$ cat src/rtl/sseg_load_if.sv
// Load port of the 7-segment scan controller: a packed BCD word offered
// with a valid/ready handshake.
interface sseg_load_if #(
    parameter int NUM_DIGITS = 4
);
    logic                    load_valid;
    logic [4*NUM_DIGITS-1:0] load_data;
    logic                    load_ready;

    modport master (
        output load_valid,
        output load_data,
        input  load_ready
    );

    modport slave (
        input  load_valid,
        input  load_data,
        output load_ready
    );
endinterface

$ cat src/rtl/sseg_scan_ctrl.sv
// Time-multiplexed scan controller for a common-anode 7-segment bank, with a
// blanking gap per digit and a double-buffered value that updates only on frame
// boundaries.
// Optional leading-zero blanking is compiled in with `define SSEG_LZB_EN.
module sseg_scan_ctrl #(
    parameter int NUM_DIGITS   = 4,
    parameter int DWELL_CYCLES = 50000,
    parameter int BLANK_CYCLES = 500
) (
    input  logic                          clk,
    input  logic                          rst_n,
    input  logic                          enable_i,
    sseg_load_if.slave                    load_if,
    output logic [3:0]                    bcd_out_o,
    output logic [NUM_DIGITS-1:0]         an_o,
    output logic [$clog2(NUM_DIGITS)-1:0] digit_idx_o,
    output logic                          frame_done_o
);

    localparam int DIG_W   = $clog2(NUM_DIGITS);
    localparam int DATA_W  = 4 * NUM_DIGITS;
    localparam int CNT_MAX = (DWELL_CYCLES > BLANK_CYCLES) ? DWELL_CYCLES : BLANK_CYCLES;
    localparam int CNT_W   = $clog2(CNT_MAX + 1);
    localparam bit HAS_BLANK = (BLANK_CYCLES > 0);

    localparam logic [CNT_W-1:0] DWELL_LOAD = CNT_W'(DWELL_CYCLES - 1);
    localparam logic [CNT_W-1:0] BLANK_LOAD = CNT_W'((BLANK_CYCLES > 0) ? BLANK_CYCLES - 1 : 0);
    localparam logic [CNT_W-1:0] CNT_ONE    = CNT_W'(1);
    localparam logic [DIG_W-1:0] DIG_ONE    = DIG_W'(1);
    localparam logic [DIG_W-1:0] LAST_DIGIT = DIG_W'(NUM_DIGITS - 1);

    typedef enum logic [1:0] {
        ST_IDLE  = 2'd0,
        ST_BLANK = 2'd1,
        ST_DRIVE = 2'd2
    } state_t;

    state_t                  state_q, state_d;
    logic [CNT_W-1:0]        cnt_q, cnt_d;
    logic [DIG_W-1:0]        digit_q, digit_d;
    logic [DATA_W-1:0]       active_q, active_d;
    logic [DATA_W-1:0]       pending_q, pending_d;
    logic                    pend_full_q, pend_full_d;
    logic                    ready_q, ready_d;
    logic                    frame_done_q, frame_done_d;
    logic [3:0]              bcd_q, bcd_d;
    logic [NUM_DIGITS-1:0]   an_q, an_d;

    logic                    xfer;
    logic                    frame_end;
    logic                    promote;
    logic [3:0]              nibble_d;
    logic [NUM_DIGITS-1:0]   lz_dark;

    // ready_q mirrors an empty pending buffer, so a transfer and a promotion
    // can never coincide.
    assign xfer      = load_if.load_valid & ready_q;
    assign frame_end = (state_q == ST_DRIVE) && (cnt_q == '0) && (digit_q == LAST_DIGIT);
    assign promote   = pend_full_q && ((state_q == ST_IDLE) || frame_end);

    // Scan sequencing: one down-counter times both the gap and the dwell.
    always_comb begin
        state_d      = state_q;
        cnt_d        = cnt_q;
        digit_d      = digit_q;
        frame_done_d = 1'b0;
        if (!enable_i) begin
            state_d = ST_IDLE;
            cnt_d   = '0;
            digit_d = '0;
        end else begin
            case (state_q)
                ST_IDLE: begin
                    digit_d = '0;
                    if (HAS_BLANK) begin
                        state_d = ST_BLANK;
                        cnt_d   = BLANK_LOAD;
                    end else begin
                        state_d = ST_DRIVE;
                        cnt_d   = DWELL_LOAD;
                    end
                end
                ST_BLANK: begin
                    if (cnt_q == '0) begin
                        state_d = ST_DRIVE;
                        cnt_d   = DWELL_LOAD;
                    end else begin
                        cnt_d = cnt_q - CNT_ONE;
                    end
                end
                ST_DRIVE: begin
                    if (cnt_q == '0) begin
                        frame_done_d = (digit_q == LAST_DIGIT);
                        digit_d      = (digit_q == LAST_DIGIT) ? '0 : digit_q + DIG_ONE;
                        if (HAS_BLANK) begin
                            state_d = ST_BLANK;
                            cnt_d   = BLANK_LOAD;
                        end else begin
                            state_d = ST_DRIVE;
                            cnt_d   = DWELL_LOAD;
                        end
                    end else begin
                        cnt_d = cnt_q - CNT_ONE;
                    end
                end
                default: begin
                    state_d = ST_IDLE;
                    cnt_d   = '0;
                    digit_d = '0;
                end
            endcase
        end
    end

    // Double buffer: pending is promoted at a frame boundary or whenever idle.
    always_comb begin
        active_d    = active_q;
        pending_d   = pending_q;
        pend_full_d = pend_full_q;
        if (promote) begin
            active_d    = pending_q;
            pend_full_d = 1'b0;
        end
        if (xfer) begin
            pending_d   = load_if.load_data;
            pend_full_d = 1'b1;
        end
        ready_d = !pend_full_d;
    end

    // Outputs are derived from next-state values so the registered pins line
    // up with the state they describe.
    assign nibble_d = active_d[{digit_d, 2'b00} +: 4];
    assign bcd_d    = (state_d == ST_IDLE) ? 4'h0 : nibble_d;

`ifdef SSEG_LZB_EN
    assign lz_dark[0] = 1'b0;
    for (genvar gi = 1; gi < NUM_DIGITS; gi++) begin : g_lzb
        assign lz_dark[gi] = (active_d[DATA_W-1:4*gi] == '0);
    end
`else
    assign lz_dark = '0;
`endif

    for (genvar gi = 0; gi < NUM_DIGITS; gi++) begin : g_anode
        assign an_d[gi] = !((state_d == ST_DRIVE) && (digit_d == DIG_W'(gi)) && !lz_dark[gi]);
    end

    always_ff @(posedge clk or negedge rst_n) begin
        if (!rst_n) begin
            state_q      <= ST_IDLE;
            cnt_q        <= '0;
            digit_q      <= '0;
            active_q     <= '0;
            pending_q    <= '0;
            pend_full_q  <= 1'b0;
            ready_q      <= 1'b1;
            frame_done_q <= 1'b0;
            bcd_q        <= 4'h0;
            an_q         <= '1;
        end else begin
            state_q      <= state_d;
            cnt_q        <= cnt_d;
            digit_q      <= digit_d;
            active_q     <= active_d;
            pending_q    <= pending_d;
            pend_full_q  <= pend_full_d;
            ready_q      <= ready_d;
            frame_done_q <= frame_done_d;
            bcd_q        <= bcd_d;
            an_q         <= an_d;
        end
    end

    assign load_if.load_ready = ready_q;
    assign bcd_out_o          = bcd_q;
    assign an_o               = an_q;
    assign digit_idx_o        = digit_q;
    assign frame_done_o       = frame_done_q;

endmodule
$ cat src/flat_wrapper.sv
// flat-port wrapper written by rule: the top's interface ports become plain ports
module sseg_scan_ctrl_flat 
#(
    parameter int NUM_DIGITS   = 4,
    parameter int DWELL_CYCLES = 50000,
    parameter int BLANK_CYCLES = 500
)
  (clk, rst_n, enable_i, bcd_out_o, an_o, digit_idx_o, frame_done_o, load_if_load_valid, load_if_load_data, load_if_load_ready);
  sseg_load_if #(.NUM_DIGITS(NUM_DIGITS)) load_if_i ();
  input  logic clk;
  input  logic rst_n;
  input  logic enable_i;
  output logic [3:0] bcd_out_o;
  output logic [NUM_DIGITS-1:0] an_o;
  output logic [$clog2(NUM_DIGITS)-1:0] digit_idx_o;
  output logic frame_done_o;
  input wire logic [$bits(load_if_i.load_valid)-1:0] load_if_load_valid;
  input wire logic [$bits(load_if_i.load_data)-1:0] load_if_load_data;
  output wire logic [$bits(load_if_i.load_ready)-1:0] load_if_load_ready;
  assign load_if_i.load_valid = load_if_load_valid;
  assign load_if_i.load_data = load_if_load_data;
  assign load_if_load_ready = load_if_i.load_ready;
  sseg_scan_ctrl #(.NUM_DIGITS(NUM_DIGITS), .DWELL_CYCLES(DWELL_CYCLES), .BLANK_CYCLES(BLANK_CYCLES)) u_core (.clk(clk), .rst_n(rst_n), .enable_i(enable_i), .load_if(load_if_i), .bcd_out_o(bcd_out_o), .an_o(an_o), .digit_idx_o(digit_idx_o), .frame_done_o(frame_done_o));
endmodule
$ cat config.mk
export PLATFORM = sky130hd
export DESIGN_NAME = sseg_scan_ctrl_flat
export DESIGN_NICKNAME = d
export VERILOG_FILES = /design/src/rtl/sseg_load_if.sv /design/src/rtl/sseg_scan_ctrl.sv /design/src/flat_wrapper.sv
export SDC_FILE = /design/constraint.sdc
export NUM_CORES = 1
export LEC_CHECK = 0
export CAP_MARGIN = 20
export CORE_MARGIN = 5
export CORE_UTILIZATION = 60
export DETAILED_ROUTE_END_ITERATION = 10
export PLACE_DENSITY = 0.86
export SLEW_MARGIN = 20
export SYNTH_ARGS = -nofsm -noshare
export SYNTH_HDL_FRONTEND = slang
export SYNTH_SLANG_ARGS = --single-unit
$ cat constraint.sdc
create_clock -name clk -period 4.5 [get_ports clk]
set_input_delay 0.675 -clock clk [delete_from_list [all_inputs] [get_ports clk]]
set_output_delay 0.675 -clock clk [all_outputs]
set_load 0.01 [all_outputs]
---- After elaboration in Yosys (flattened, before gate mapping) ----
Index checks and enable logic that the tools add are counted.
cells by class
  add/sub/neg operators ................... 2
  eq/ne operators ......................... 7
  shifts and indexed selects .............. 1
  muxes and demuxes ....................... 19
  bitwise operators ....................... 1
  reduce and logical (&&, ||, !) cells .... 17
operators by type and width
  cell                                                  number
  two-way mux 16 bit                                    4
  case mux 16 bit (3 select lines)                      1
  zero test 16 bit                                      1
  variable part select 16 x 5 -> 4 bit                  1
  subtractor 16 x 1 -> 16 bit (second input constant)   1
  two-way mux 2 bit                                     6
  equality test 2 bit (second input constant)           5
  logical AND 1 bit                                     7
  zero test 2 bit                                       3
  case mux 2 bit (3 select lines)                       1
  zero test 1 bit                                       5
  two-way mux 1 bit                                     5
  equality test 2 x 1 -> 1 bit (second input constant)  2
  two-way mux 4 bit                                     1
  case mux 2 bit (2 select lines)                       1
  adder 2 x 1 -> 2 bit (second input constant)          1
  AND 1 bit                                             1
  logical OR 1 bit                                      1
storage, ports and cells
  bits in registers ....................... 63

---- Logic depth before layout (Yosys ltp) ----
  word-level depth ........................ 8
  gate-level depth with buffers ........... 11

---- Worst setup path before layout ----
Ideal clock, no wire load.
  path type ............................... register -> register
  start ................................... reg u_core.cnt_q[0]
  end ..................................... reg u_core.bcd_q[1] (netlist: u_core.bcd_out_o[1])
  setup time .............................. 0.128 ns
  arrival ................................. 2.537 ns
  data required time ...................... 4.372 ns
  path slack .............................. 1.835 ns
  stages on the path, launching flop included .. 10
  path buffers ............................ 0
  period minus slack after synthesis ...... 2.665 ns
  path through ............................ dfrtp_1 inv_1 ha_1 nor3b_1 nand4_1 o21ai_2 mux2_2 mux2_4 a222oi_1 nor2_1
on the way
  word-level cells in the longest chain between the ends .. 8
ends and longest elaborated chain
  element                               line                   RTL
  start: declaration                    sseg_scan_ctrl.sv:39   logic [CNT_W-1:0] cnt_q, cnt_d;
  start signal: assignment              sseg_scan_ctrl.sv:163  cnt_q <= cnt_d;
  zero test 16 bit                      sseg_scan_ctrl.sv:58   assign frame_end = (state_q == ST_DRIVE) && (cnt_q == '0) && (digit_q == LAST_DIGIT);
  logical AND 1 bit (2 in a row)        sseg_scan_ctrl.sv:58
  logical OR 1 bit                      sseg_scan_ctrl.sv:59   assign promote = pend_full_q && ((state_q == ST_IDLE) || frame_end);
  logical AND 1 bit                     sseg_scan_ctrl.sv:59
  two-way mux 16 bit                    sseg_scan_ctrl.sv:120  if (promote) begin
  via u_core.active_d[5]                sseg_scan_ctrl.sv:41   logic [DATA_W-1:0] active_q, active_d;
  variable part select 16 x 5 -> 4 bit  sseg_scan_ctrl.sv:133  assign nibble_d = active_d[{digit_d, 2'b00} +: 4];
  two-way mux 4 bit                     sseg_scan_ctrl.sv:134  assign bcd_d = (state_d == ST_IDLE) ? 4'h0 : nibble_d;
  via u_core.bcd_d[1]                   sseg_scan_ctrl.sv:46   logic [3:0] bcd_q, bcd_d;
  end signal: assignment                sseg_scan_ctrl.sv:159  bcd_q <= 4'h0;
  end signal: assignment                sseg_scan_ctrl.sv:170  bcd_q <= bcd_d;
  end: declaration                      sseg_scan_ctrl.sv:46
The timed path passes the listed nets, and every way through them passes these cells.
A chain may end at the register's enable or synchronous reset.

---- Worst setup path after layout ----
Ends and elaborated chain as after synthesis.

==> reports/qor.yml <==
synth_top_area_share: 0.5172
powerDensity_mw_per_mm2: 501.0
clkTransAtPathRegs_ns: 0.06
cp_top_family: "simple AND/OR/NAND/NOR gates"
yosysWarnings: 0
fin_crit_sh: 0.7195
synth_nets: 251
synth_edf_count: 0
placed_area_sq_mm: 0.003158
detail_route.first_pass.iterations: 4
initial_core_util: 0.6315
slew_headroom: 0.4928
diodes: 0
grt_max_degree: 64
path_class: "reg -> reg"
fin_cells: 321
rows: 24
tightestPinTransition_ns: 0.7608
cts_max_path_buffers: 2
startpoint_type: "flop"
yosys.area_share.simple: 0.1315
synth_fa_ha_area_frac: 0.03121
area_delta_synth_final_pct: 19.30
grt_usage: 0.1908
finalCriticalPeriod_ns: 3.238
maxCapViolations: 0
antenna_found_initial: 0
pin_count: 32
routedWlPerCell_um: 16.55
dp.final_hpwl_um: 3695
worstPathCellList: "inv_1, ha_1, nor3b_1, nand4_1, o21ai_2, mux2_2, mux2_4, a222oi_1, nor2_1"
preCtsSetupSlack_ns: 1.338
whs_ns: 0.4957
grt_pass1_vias: 1860
clkLatencyLatePin_ns: 0.34
worstPathArrival_ns: 3.44
critPathMaxStageDelay_ns: 0.62
synthCells: 224
worstSetupStartpoint: "u_core.cnt_q[0]$_DFF_PN0_"
setup_viol: 0
final_util: 0.7534
rr_endpoint: "u_core.bcd_out_o[1]$_DFF_PN0_"
cts_sinks: 63
viasPerCell: 5.819
cp_max_fo: 12
htree_levels: 3
async_flop_share: 1.000
fmax_mhz: 308.9
crit_path_top_delay_cell: "o21ai_2"
cp_num_buf_inv: 1
crit_required_ns: 4.70
worst_slack_ns: 1.262
critPathCapture: "u_core.bcd_out_o[1]$_DFF_PN0_"
setup_tns_ns: 0
synth-seq-cells: 63
port_buffers: 31
hold_class: "in -> async"
seq_area_frac_synth: 0.5640
cts_tree: "done"
p_total_mw: 1.677
design.die.area_sq_mm: 0.006145
end_kind: "flop"
synth_area_leaders: "dfrtp_1 52%, mux2_2 13%, dfstp_2 4.7%"
synthXorXnorAreaFrac: 0.02809
final_area_sq_mm: 0.003348
slew_viol_final: 0
die_w_um: 78.39
final_hold_viol_count: 0
post_cts_buffers: 0
r2r_slack_ns: 1.26
synth_compound_area_frac: 0.08605
r2r-start: "u_core.cnt_q[0]$_DFF_PN0_"
synth_area_per_cell_sq_um: 12.53
finalClockSkew_ns: 0.009135
post_cts_resized: 0
num_vias: 1868
worstRegToRegCells: 9
gp_congestion: 0.8602
ys.flop_type: "dfrtp_1"
grt_pass1_wl_um: 8942
drt_iter0_markers: 106
dieHeight_um: 78.39
grt-ovfl-total: 0
rsz0062_at_grt: "no"
synth_top_family_by_area: "multiplexers"
core_region_area_sq_mm: 0.004444
drive_gt1_frac: 0.2268
remaining_drc_errors: 0
crit_cells: 9
ant_nets: 0
nets: 291
synth_common_cells: "58 x dfrtp_1, 32 x mux2_2, 22 x nor2_1"
yosysMostFrequentCell: "dfrtp_1"
dp.cells: 305
synth.area.mux_share: 0.1378
cts.root.buffer_cell: "clkbuf_8"
numCtsBuffers: 9
finalWirelength_um: 5311
syn_area_sq_mm: 0.002806
hold_buffers: 0
vdd_ir_drop_max_v: 0.0003510
outcome: "finished, final reports clean"
p_leak_nw: 1.438
synth_largest_area_cell: "dfrtp_1"
ys_types: 41
flip-flops by register name (all words and copies together) (netlist names):
signal and flops:
u_core.active_q 16, u_core.an_o 4, u_core.bcd_out_o 4, u_core.cnt_q 16, u_core.digit_idx_o 2, u_core.frame_done_o 1
u_core.load_if.load_ready 1, u_core.pend_full_q 1, u_core.pending_q 16, u_core.state_q 2
per-layer routing:
layer,GRT usage,wire length [um],vias up
met4,0.1014,115,0
li1,-,-,877
met1,0.2458,2204,924
met5,0,0,-
met2,0.3039,2739,53
met3,0.04119,252,14
layout make-up:
class,count,area [sq um]
clock buffers,16,190.2
fillers,292,1096
inverters,7,26.28
multi-input cells,150,1164
flip-flops and latches,63,1583
well taps,52,65.06
repair buffers,33,320.3
cells in the final DEF, fill, tap and decap left out, types with 4 or more instances in the layout:
cell type and count:
dfstp_2 5, mux2_2 32, dfrtp_1 58, nor2_1 22
inv_1 7, a21oi_1 4, clkbuf_8 13, nand2_1 19
xnor2_1 6, clkdlybuf4s50_1 30, ha_1 7, nand3_1 4
o21ai_0 10
power breakdown:
part	leakage (nW)	switching, mW	internal (mW)
combinational	0.571	0.192	0.227
clock	0.0970	0.197	0.261
sequential	0.771	0.0783	0.722
cells by family (layout without fill, tap and decap cells):
kind of cell               Yosys count  after routing
and+or+nand+nor                     65             65
DFF                                 63             63
AOI/OAI and AO/OA                   35             35
muxes                               34             34
buffers and inverters               11             56
xor gates and xnor gates             9              9
adders and majority gates            7              7
how the worst min path moves through the flow:
| stage | startpoint | slack, ns | depth (start not counted) | endpoint |
|---|---|---|---|---|
| finish | rst_n | 0.50 | 2 | u_core.cnt_q[6]$_DFF_PN0_ |
| CTS | u_core.active_q[4]$_DFF_PN0_ | 0.50 | 1 | u_core.active_q[4]$_DFF_PN0_ |
| global route | u_core.active_q[11]$_DFF_PN0_ | 0.51 | 1 | u_core.active_q[11]$_DFF_PN0_ |
| detailed placement | u_core.active_q[4]$_DFF_PN0_ | 0.49 | 1 | u_core.active_q[4]$_DFF_PN0_ |
| global placement | u_core.active_q[4]$_DFF_PN0_ | 0.48 | 1 | u_core.active_q[4]$_DFF_PN0_ |
| floorplan | rst_n | 0.38 | 0 | u_core.active_q[0]$_DFF_PN0_ |
Power figures use the tool's default switching activity.
